File: config.mk
export PLATFORM = sky130hd
export DESIGN_NAME = song_player_ctrl
export DESIGN_NICKNAME = d
export VERILOG_FILES = /design/src/rtl/song_player_ctrl_pkg.sv /design/src/rtl/song_player_ctrl_play_timer.sv /design/src/rtl/song_player_ctrl.sv
export SDC_FILE = /design/constraint.sdc
export NUM_CORES = 1
export LEC_CHECK = 0
export CORE_MARGIN = 4
export CORE_UTILIZATION = 52
export CTS_CLUSTER_DIAMETER = 100
export CTS_CLUSTER_SIZE = 10
export DETAILED_ROUTE_END_ITERATION = 12
export HOLD_SLACK_MARGIN = 0.02
export PLACE_DENSITY_LB_ADDON = 0.3
export RECOVER_POWER = 50
export SYNTH_ARGS = -nofsm -noshare
export SYNTH_HDL_FRONTEND = slang
export SYNTH_SLANG_ARGS = --single-unit
File: constraint.sdc
create_clock -name clk -period 3.03 [get_ports clk]
set_clock_uncertainty 0.2 [all_clocks]
set_input_delay 0.909 -clock clk [delete_from_list [all_inputs] [get_ports clk]]
set_output_delay 0.909 -clock clk [all_outputs]
set_load 0.01 [all_outputs]
File: src/rtl/song_player_ctrl_pkg.sv
// Shared types and widths for the song player controller and its note/gap timer.
package song_player_ctrl_pkg;

   localparam int SONG_LEN_DEF = 26;
   localparam int NOTE_W       = 4;
   localparam int DUR_W        = 26;
   localparam int LOC_W        = 5;
   localparam int SONG_W       = 2;

   typedef enum logic [2:0] {
      S_IDLE  = 3'd0,
      S_FETCH = 3'd1,
      S_LOAD  = 3'd2,
      S_PLAY  = 3'd3,
      S_GAP   = 3'd4,
      S_DONE  = 3'd5
   } state_t;

endpackage

File: src/rtl/song_player_ctrl_play_timer.sv
// Loadable down-counter shared by note playback and the inter-note gap.
// Load wins over decrement; the counter never wraps below zero.
module play_timer
   import song_player_ctrl_pkg::*;
(
   input  logic             clk,
   input  logic             rst,
   input  logic             load,
   input  logic [DUR_W-1:0] load_val,
   input  logic             dec,
   output logic             last
);

   logic [DUR_W-1:0] count;

   always_ff @(posedge clk) begin
      if (rst) begin
         count <= '0;
      end else if (load) begin
         count <= load_val;
      end else if (dec && (count != '0)) begin
         count <= count - DUR_W'(1);
      end
   end

   assign last = (count == DUR_W'(1));

endmodule

File: src/rtl/song_player_ctrl.sv
// Song playback sequencer: fetches each note from song memory, sounds it for its
// duration, inserts a silent gap, and pulses song_done after the last location.
module song_player_ctrl
   import song_player_ctrl_pkg::*;
#(
   parameter int SONG_LEN   = SONG_LEN_DEF,
   parameter int GAP_CYCLES = 2500000
) (
   input  logic              clk,
   input  logic              rst,
   input  logic              start,
   input  logic [SONG_W-1:0] songnum_in,
   input  logic              pause,
   input  logic              stop,
   output logic              mem_isread,
   output logic [SONG_W-1:0] mem_songnum,
   output logic [LOC_W-1:0]  mem_location,
   input  logic [NOTE_W-1:0] mem_note,
   input  logic [DUR_W-1:0]  mem_duration,
   output logic [NOTE_W-1:0] note_out,
   output logic              note_valid,
   output logic              busy,
   output logic              song_done
);

   localparam logic [DUR_W-1:0] GAP_VAL  = DUR_W'(GAP_CYCLES);
   localparam logic [LOC_W-1:0] LAST_LOC = LOC_W'(SONG_LEN - 1);

   state_t            state;
   logic [LOC_W-1:0]  idx;
   logic [SONG_W-1:0] songnum_q;
   logic [NOTE_W-1:0] note_q;

   logic             tmr_load;
   logic             tmr_dec;
   logic             tmr_last;
   logic [DUR_W-1:0] tmr_val;
   logic             dur_zero;
   logic             play_end;
   logic             gap_end;

   assign dur_zero = (mem_duration == '0);

   // A zero-length gap collapses into the end of the note, so the next fetch
   // (or DONE) follows the last PLAY cycle directly.
   always_comb begin
      play_end = 1'b0;
      gap_end  = 1'b0;
      tmr_load = 1'b0;
      tmr_val  = GAP_VAL;
      tmr_dec  = !pause && ((state == S_PLAY) || (state == S_GAP));
      case (state)
         S_LOAD: begin
            tmr_load = 1'b1;
            if (dur_zero) begin
               play_end = 1'b1;
            end else begin
               tmr_val = mem_duration;
            end
         end
         S_PLAY: begin
            if (!pause && tmr_last) begin
               play_end = 1'b1;
               tmr_load = 1'b1;
            end
         end
         S_GAP: gap_end = !pause && tmr_last;
         default: ;
      endcase
      if (play_end && (GAP_CYCLES == 0)) begin
         gap_end = 1'b1;
      end
   end

   play_timer u_timer (
      .clk      (clk),
      .rst      (rst),
      .load     (tmr_load),
      .load_val (tmr_val),
      .dec      (tmr_dec),
      .last     (tmr_last)
   );

   always_ff @(posedge clk) begin
      if (rst) begin
         state     <= S_IDLE;
         idx       <= '0;
         songnum_q <= '0;
         note_q    <= '0;
      end else if (stop) begin
         state <= S_IDLE;
      end else begin
         case (state)
            S_IDLE: begin
               if (start && (songnum_in != '0)) begin
                  songnum_q <= songnum_in;
                  idx       <= '0;
                  state     <= S_FETCH;
               end
            end
            S_FETCH: state <= S_LOAD;
            S_LOAD: begin
               note_q <= mem_note;
               state  <= dur_zero ? S_GAP : S_PLAY;
            end
            S_PLAY: begin
               if (play_end) begin
                  state <= S_GAP;
               end
            end
            S_GAP:  ;
            S_DONE: state <= S_IDLE;
            default: state <= S_IDLE;
         endcase
         // End of gap overrides the per-state transition above.
         if (gap_end) begin
            if (idx == LAST_LOC) begin
               state <= S_DONE;
            end else begin
               idx   <= idx + LOC_W'(1);
               state <= S_FETCH;
            end
         end
      end
   end

   assign busy         = (state != S_IDLE);
   assign mem_isread   = (state == S_FETCH) || (state == S_LOAD);
   assign song_done    = (state == S_DONE);
   assign note_valid   = (state == S_PLAY) && !pause;
   assign note_out     = note_q;
   assign mem_songnum  = songnum_q;
   assign mem_location = idx;

endmodule

Yosys cells after proc, flatten, opt, wreduce, memory -nomap -nowiden
Cells that the tools add are included.
W data, S select, Z words.
- add/subtract/negate cells: 2
- $mul: 0
- divide/modulo/power cells: 0
- order comparisons: 0
- equality and inequality tests: 10
- shifts and indexed selects: 0
- mux-type cells: 19
- bitwise operators: 1
- reduce and logical (&&, ||, !) cells: 18
- operator list (cell ; number):
    $mux W26 ; 4
    $eq A26 B1 Y1 const B ; 1
    $logic_not A26 Y1 ; 1
    $reduce_bool A26 Y1 ; 1
    $sub A26 B1 Y26 const B ; 1
    $mux W5 ; 4
    $mux W3 ; 5
    $pmux W3 S5 ; 1
    $eq A3 B2 Y1 const B ; 2
    $eq A3 B3 Y1 const B ; 2
    $ne A3 B3 Y1 const B ; 2
    $reduce_and A3 Y1 ; 2
    $add A5 B1 Y5 const B ; 1
    $eq A5 B5 Y1 const B ; 1
    $logic_and A1 B1 Y1 ; 5
    $pmux W1 S2 ; 2
    $reduce_bool A2 Y1 ; 2
    $eq A3 B1 Y1 const B ; 1
    $logic_not A3 Y1 ; 1
    $mux W1 ; 3
    $reduce_bool A3 Y1 ; 1
    $logic_or A1 B1 Y1 ; 2
    $ne A2 B2 Y1 const B ; 1
    $reduce_and A2 Y1 ; 1
    other kinds (3) ; 3
- bits in registers: 40
- bits in latches: 0
- memory bits (writable): 0
- memory bits (read-only): 0
- output and inout port bits: 15
- memories: 0

Logic depth before layout (Yosys ltp)
Gate-level depths: netlist (run 1).
- depth after elaboration: 7
- mapped depth: 9
- mapped depth without buffers: 8

By module
Synthesis (run 1) repeated with hierarchy kept, for this count alone.
- cells, all modules: 334
- area total of the unflattened synthesis: 2776.4 um^2
- modules (own cells, without submodules) (module ; times used ; cells an instance ; area an instance (um^2) ; seq. area each (um^2)):
    play_timer ; 1 ; 198 ; 1674.1 ; 520.5
    song_player_ctrl ; 1 ; 136 ; 1102.3 ; 280.3

Least setup slack after synthesis (run 1)
Ideal clock, no wire load.
- path type: input -> register
- start point: input port pause
- end point: register u_timer.count[22]
- setup time: 0.103 ns
- arrival: 2.254 ns
- required time: 2.727 ns
- slack: 0.473 ns
- cell stages on the path: 6
- path buffers: 0
- cells stage by stage: or4bb_1 nor4_2 a21oi_2 nand2_2 nor2_1 a2111oi_2
- word-level cells in the longest chain between the ends: 5
- ends and longest elaborated chain (element ; RTL line ; RTL):
    from (decl) ; song_player_ctrl.sv:13 ; input logic pause,
    $logic_not A1 Y1 (*) ; song_player_ctrl.sv:51, song_player_ctrl.sv:62 ;
    $logic_and A1 B1 Y1 ; song_player_ctrl.sv:62 ; if (!pause && tmr_last) begin
    $mux W1 ; song_player_ctrl.sv:62 ;
    $pmux W1 S2 ; song_player_ctrl.sv:52 ; case (state)
    $mux W26 / $reduce_bool A2 Y1 (equally long branches) ; -- ;
    to (signal assigned) ; song_player_ctrl_play_timer.sv:20 ; count <= load_val;
    to (signal assigned) ; song_player_ctrl_play_timer.sv:22 ; count <= count - DUR_W'(1);
    to (decl) ; song_player_ctrl_play_timer.sv:14 ; logic [DUR_W-1:0] count;
Mark *: on every way between the ends. The rest lies on a longest branch, timed or not.
A chain may end at the register's enable or synchronous reset.

Final worst setup path (run 1)
- start point: input port pause
- end point: register u_timer.count[8]
The elaborated chain is that of the path after synthesis.

==> metrics.md, run 1 <==
| Metric | Value |
|---|---|
| Post-synth top area cell | `dfxtp_1` |
| Measured slew at the worst slew-check pin | `0.639 ns` |
| Net Count, Synth | `377` |
| Die Ht | `79.0 µm` |
| Post-synthesis sequential area ratio | `30.6%` |
| Relative slew slack | `57.1%` |
| Core Rows | `25` |
| Nets | `444` |
| HP Class | `reg -> reg` |
| Post-route DRC violation count | `0` |
| Final Util | `73.5%` |
| Initial core utilization | `54.7%` |
| Slew Viols, Final | `0` |
| Detailed Place HPWL | `5570 µm` |
| Largest net degree at the start of global routing | `43` |
| Pre-Repair DR Iteration Count | `5` |
| Core area | `4790 µm²` |
| Critical path type | `in -> reg` |
| YS warnings | `0` |
| Syn Area/Cell | `7.81 µm²` |
| Number of flops mapped to enable cells by yosys | `0` |
| Flop pwr share | `36.1%` |
| WL/cell | `16.2 µm` |
| Worst endpoint required time | `3.08 ns` |
| Layout area overhead | `34.3%` |
| Antenna violations before repair | `0` |
| Fmax | `344 MHz` |
| Hold_buf cts | `0` |
| Status | `complete, no violations` |
| Pre-CTS setup slack | `-0.143 ns` |
| RSZ-0062 raised after global routing | `no` |
| Clock buffer depth | `2` |
| Combinational group share of total power | `24.8%` |
| IO Count | `52` |
| First-pass GRT wire length | `13,000 µm` |
| Ant diodes | `0` |
| Vias/cell | `6.18` |
| Clock latency on the worst-skew pair | `0.30 ns` |
| Via count | `2,903` |
| Top_reg_cell synth | `dfxtp_1` |
| Post-CTS setup buffers | `0` |
| Gr usage total | `26.0%` |
| IO Port Bufs | `51` |
| P_sw | `0.000430 W` |
| Crit path launch type | `input port` |
| Top-count cell post-synth | `a21oi_1` |
| Peak VDD IR | `244 µV` |
| CTS Buf Count | `5` |
| Share of cells above drive strength 1 | `14.4%` |
| CTS sink cnt | `40` |
| Synth Register Bits | `40` |
| Max-cap check violation count | `0` |
| CTS H-tree lvls | `2` |
| Synth cell types | `67` |
| Power per cell area | `445 nW/µm²` |
| CTS tree | `done` |
| Clk slew on worst S/H paths | `0.08 ns` |
| Total negative setup slack | `0 ns` |
| Die X-Extent | `79.0 µm` |
| Synth Instances | `335` |
| Finish-stage setup viols | `0` |
| Post-synth ARST share | `0%` |
| Final worst slack | `0.122 ns` |
| Fin crit period | `2.91 ns` |
| Clock Root Buffer | `clkbuf_8` |
| Internal power | `0.00113 W` |
| DRT Wirelength | `7630 µm` |
| Leakage | `1.39 nW` |
| GR Overflow Total | `0` |
| Post-synth top area share | `30.6%` |
| Switching Fraction | `27.5%` |
| Post-DRT Antenna Nets | `0` |
| Synth area leaders | `dfxtp_1 (31%), a21oi_1 (8.4%), nor2_1 (4.6%), nor3_1 (3.8%), nand2_1 (3.4%)` |
| Worst setup EP type | `flip-flop` |
| Final Hold Vio Count | `0` |
| Clk pwr share | `39.2%` |
| Critical path fanouts, max | `5` |
| Die Area | `6230 µm²` |
| Critical path arrival | `2.96 ns` |
| Fin crit share | `96.0%` |
| RePlAce Congestion | `0.881` |
| Synth Cell Area | `2620 µm²` |
| Post-CTS sizing | `1` |
| Fin Hold WS | `0.282 ns` |
| Synth cell count leaders | `a21oi_1 (44), dfxtp_1 (40), nor2_1 (32), nand2_1 (24), nor3_1 (20)` |
| Vias in the first global route | `2,742` |
| Initial DRC count | `189` |
[final cells by class]
class                           count  area [µm²]
Inverter                            7        26.3
Sequential cell                    40         801
Clock inverter                      3        90.1
Fill cell                         373        1270
Clock buffer                        5        68.8
Multi-Input combinational cell    269        1710
Timing Repair Buffer               79         741
Tap cell                           67        83.8
[critical path, cell delays in order]
cell and delay, ns:
clkdlybuf4s50_1 0.43, or4bb_1 0.52, nor4_2 0.29, a21o_1 0.27, buf_4 0.16, a21oi_1 0.04, a211oi_1 0.22, a21o_1 0.11
[flip-flops by register name (all words and copies together) (netlist names)]
| register | cells |
|---|---|
| mem_songnum | 2 |
| u_timer.count | 26 |
| note_out | 4 |
| state | 3 |
| mem_location | 5 |
[power by group through the flow]
stage          combinational, W  sequential [W]  clock, W
2_1_floorplan          0.000248        0.000569         0
3_3_place_gp           0.000371        0.000574         0
3_5_place_dp           0.000379        0.000575         0
4_1_cts                0.000384        0.000563  0.000618
5_1_grt                0.000424        0.000567  0.000645
6_report               0.000387        0.000564  0.000612
[cells in the final DEF (no fill, tap or decap), drive strengths merged, types with 2 or more instances in the layout]
cell,Yosys,routed
nor2b,3,3
a21o,11,11
ha,5,5
or4,5,5
a41oi,2,2
nand2b,2,2
a311oi,3,3
o22a,2,2
nand3,9,9
o21ai,15,15
dlygate4sd3,0,14
clkbuf,10,7
or3b,2,2
clkdlybuf4s50,0,36
a221oi,2,2
dfxtp,40,40
o31a,2,2
a21oi,45,45
o32ai,2,2
nand2,25,25
nor2,33,33
and3,2,2
a211oi,9,9
a22o,2,2
a2111oi,3,3
nor3,21,21
buf,9,26
or3,2,2
a31oi,10,10
or2,2,2
bufinv,0,3
nand4,8,8
and4,2,2
inv,7,7
nor4,16,16
o31ai,3,3
nor3b,3,3
o41ai,2,2
[final timing paths]
kind | from | slack [ns] | cells after the start | to
worst max-delay path | pause | 0.12 | 8 | u_timer.count[8]$_SDFFE_PP0P_
worst max register to register | u_timer.count[11]$_SDFFE_PP0P_ | 0.30 | 7 | u_timer.count[4]$_SDFFE_PP0P_
worst min-delay path | mem_songnum[0]$_SDFFE_PP0P_ | 0.28 | 2 | mem_songnum[0]$_SDFFE_PP0P_
worst min register to register | mem_songnum[0]$_SDFFE_PP0P_ | 0.28 | 2 | mem_songnum[0]$_SDFFE_PP0P_
[through the flow]
stage          total power, W  instances  area, µm²
6_report              0.00156        470       3520
3_3_place_gp         0.000945        462       3360
2_1_floorplan        0.000817        335       2620
3_5_place_dp         0.000954        462       3360
4_1_cts               0.00156        470       3520
5_1_grt               0.00164        470       3520
[cells by family after synthesis]
group,synth area share [%]
adder cells (fa/ha/maj),2.39
XOR/XNOR,0.335
multiplexers,0.430
buffers and inverters,4.45
flip-flops,30.6
AO/OA/AOI/OAI,30.7
AND/OR/NAND/NOR,31.1
[metal layers]
metal  up-vias  routed length (µm)  GRT usage, %
li1       1432                   -             -
met1      1347                3490          35.2
met2       111                3510          40.7
met3        13                 486          4.20
met4         0                 140          11.5
met5         -                   0             0
No activity file was read; power rests on OpenSTA's default activity.
==> run 2: changes to the inputs <==
--- a/config.mk
+++ b/config.mk
@@ -6,7 +6,7 @@
 export NUM_CORES = 1
 export LEC_CHECK = 0
 export CORE_MARGIN = 4
-export CORE_UTILIZATION = 52
+export CORE_UTILIZATION = 56
 export CTS_CLUSTER_DIAMETER = 100
 export CTS_CLUSTER_SIZE = 10
 export DETAILED_ROUTE_END_ITERATION = 12
==> constraint.sdc (replaced) <==
create_clock -name clk -period 3.7 [get_ports clk]
set_clock_uncertainty 0.2 [all_clocks]
set_input_delay 1.11 -clock clk [delete_from_list [all_inputs] [get_ports clk]]
set_output_delay 1.11 -clock clk [all_outputs]
set_load 0.01 [all_outputs]
==> metrics.md, run 2 (synthesis results as in run 1) <==
| Metric | Value |
|---|---|
| Status | `complete, no violations` |
| Finish-stage setup viols | `0 (unchanged)` |
| Post-route DRC violation count | `0 (unchanged)` |
| Critical-path top delay cell | `clkdlybuf4s50_1` |
| Clock buffer depth | `2 (unchanged)` |
| Power per cell area | `326 nW/µm² (-27%)` |
| CTS tree | `done` |
| Vias/cell | `6.59 (+6.6%)` |
| Final std cells w/o fill | `441 (-6.2%)` |
| RSZ-0062 raised after global routing | `no` |
| First-pass GRT wire length | `12,200 µm (-6.0%)` |
| Critical path type | `in -> out` |
| Hold_buf cts | `0 (unchanged)` |
| Clk slew on worst S/H paths | `0.08 ns (about the same)` |
| Fin crit share | `95.2%` |
| Die Area | `5830 µm² (-6.4%)` |
| Core area | `4440 µm² (-7.1%)` |
| Ant diodes | `0 (unchanged)` |
| Share of cells above drive strength 1 | `10.8% (-3.6 points)` |
| Fin Hold WS | `0.275 ns (-0.00679 ns)` |
| Critical path fanouts, max | `4 (-1)` |
| IO Port Bufs | `51 (unchanged)` |
| Critical path startpoint | `pause` |
| Gr usage total | `25.0% (-0.93 points)` |
| Nets | `430 (-3.2%)` |
| Peak VDD IR | `324 µV (+33%)` |
| WL/cell | `16.8 µm (+3.5%)` |
| Max reg flops | `26 (unchanged)` |
| Hold Crit Start | `note_out[0]$_SDFFE_PP0P_` |
| Largest net degree at the start of global routing | `32 (-26%)` |
| Total negative setup slack | `0 ns (unchanged)` |
| CP Cell Sequence | `clkdlybuf4s50_1 > nor2_1 > clkdlybuf4s50_1` |
| Vias in the first global route | `2,574 (-6.1%)` |
| Fin crit period | `3.52 ns` |
| Post-DRT Antenna Nets | `0 (unchanged)` |
| Reg-to-reg startpoint | `u_timer.count[8]$_SDFFE_PP0P_` |
| Clock latency on the worst-skew pair | `0.29 ns (about the same)` |
| Die Ht | `76.4 µm (-3.3%)` |
| Leakage | `1.27 nW (-8.2%)` |
| Critical path arrival | `2.21 ns (-0.75 ns)` |
| CTS H-tree lvls | `2 (unchanged)` |
| GR Overflow Total | `0 (unchanged)` |
| Sequential Area | `801 µm² (unchanged)` |
| Worst setup EP type | `primary output` |
| Worst endpoint required time | `2.39 ns (-0.69 ns)` |
| Most common cell after layout, fill and taps aside | `a21oi_1` |
| Layout area overhead | `25.5%` |
| Detailed Place HPWL | `5440 µm (-2.2%)` |
| Die X-Extent | `76.4 µm (-3.3%)` |
| HP Class | `reg -> reg` |
| Final Instance Area | `3290 µm² (-6.5%)` |
| Fillers | `364 (-2.4%)` |
| Via count | `2,904 (+0.034%)` |
| Top reg by flops | `u_timer.count` |
| Reg2Reg Depth | `7 (unchanged)` |
| Pre-Repair DR Iteration Count | `6 (+1)` |
| Placed Instances | `433 (-6.3%)` |
| Commonest cells after routing, fill and taps aside | `a21oi_1 (44), dfxtp_1 (40), clkdlybuf4s50_1 (36), nor2_1 (32), nand2_1 (24)` |
| Max incr delay on CP | `0.54 ns (+0.02 ns)` |
| Measured slew at the worst slew-check pin | `0.665 ns (+0.0259 ns)` |
| RePlAce Congestion | `0.864 (-1.9%)` |
| Clock Root Buffer | `clkbuf_8` |
| RR Endpoint | `u_timer.count[24]$_SDFFE_PP0P_` |
| DRT Wirelength | `7410 µm (-2.9%)` |
| CTS sink cnt | `40 (unchanged)` |
| Area of the multi-input gates | `1680 µm² (-1.2%)` |
| CTS Buf Count | `5 (unchanged)` |
| Internal reg-to-reg setup slack | `1.01 ns (+0.71 ns)` |
| Final Hold Vio Count | `0 (unchanged)` |
| Relative slew slack | `55.3% (-1.8 points)` |
| Slew Viols, Final | `0 (unchanged)` |
| Post-CTS setup buffers | `0 (unchanged)` |
| Initial core utilization | `58.9% (+4.2 points)` |
| Core Rows | `24 (-4.0%)` |
| Fmax | `284 MHz` |
| Hold endpoint | `note_out[0]$_SDFFE_PP0P_` |
| CP most frequent cell | `clkdlybuf4s50_1` |
| Antenna violations before repair | `0 (unchanged)` |
| Initial DRC count | `326 (+72%)` |
| Crit path launch type | `input port` |
| IO Count | `52 (unchanged)` |
| Max-cap check violation count | `0 (unchanged)` |
| Placed cell area | `3210 µm² (-4.4%)` |
| Post-CTS sizing | `0 (-1)` |
| Hold Path Stages | `2 (unchanged)` |
-- run 2: changes by cell type in the layout (fill, tap and decap cells not counted), moves of 2 or more --
cell	delta
buf_12	-2
nor4_1	+2
bufinv_16	-3
buf_4	-10
-- run 2: worst max path at each step --
stage | end | slack (ns) | cells after the start
floorplan | u_timer.count[22]$_SDFFE_PP0P_ | 0.94 | 6
CTS | note_valid | 0.18 | 3
detailed placement | note_valid | 0.18 | 3
global placement | note_valid | 0.19 | 3
finish | note_valid | 0.18 | 3
global route | note_valid | 0.1 | 3
-- run 2: report_power, final --
part           switching (W)  leakage (nW)  total, W  internal, W
logic               0.000162         0.904  0.000300     0.000138
clock network       0.000159        0.0445  0.000310     0.000152
registers          0.0000190         0.323  0.000462     0.000443
total               0.000339          1.27   0.00107     0.000733
-- run 2: final cells by class --
class	count	share of cell area (%)
clock buffer	7	2.63
clock inverter	1	0.228
inverter	7	0.800
multi-input combinational	269	51.3
sequential	40	24.4
tap	52	1.98
timing repair buffer	65	18.7
-- run 2: critical path, delay by kind of cell --
kind | cells | cell delay (ns)
simple gates | 1 | 0.11
buf+inv | 2 | 0.99
-- run 2: stage by stage --
step / setup WS [ns] / util (%) / power (W)
floorplan: 0.942 / - / 0.000669
global placement: 0.191 / 72.3 / 0.000762
detailed placement: 0.178 / 72.3 / 0.000768
CTS: 0.177 / 74.4 / 0.00108
global route: 0.0968 / 73.9 / 0.00113
finish: 0.176 / 73.9 / 0.00107
-- run 2: per-layer routing --
metal,vias to the layer above,track usage [%],share of wire [%]
met3,19,4.26,7.8
met1,1341,33.8,43
met2,147,40.9,47
met5,-,0,0
li1,1397,-,-
met4,0,7.61,1.5
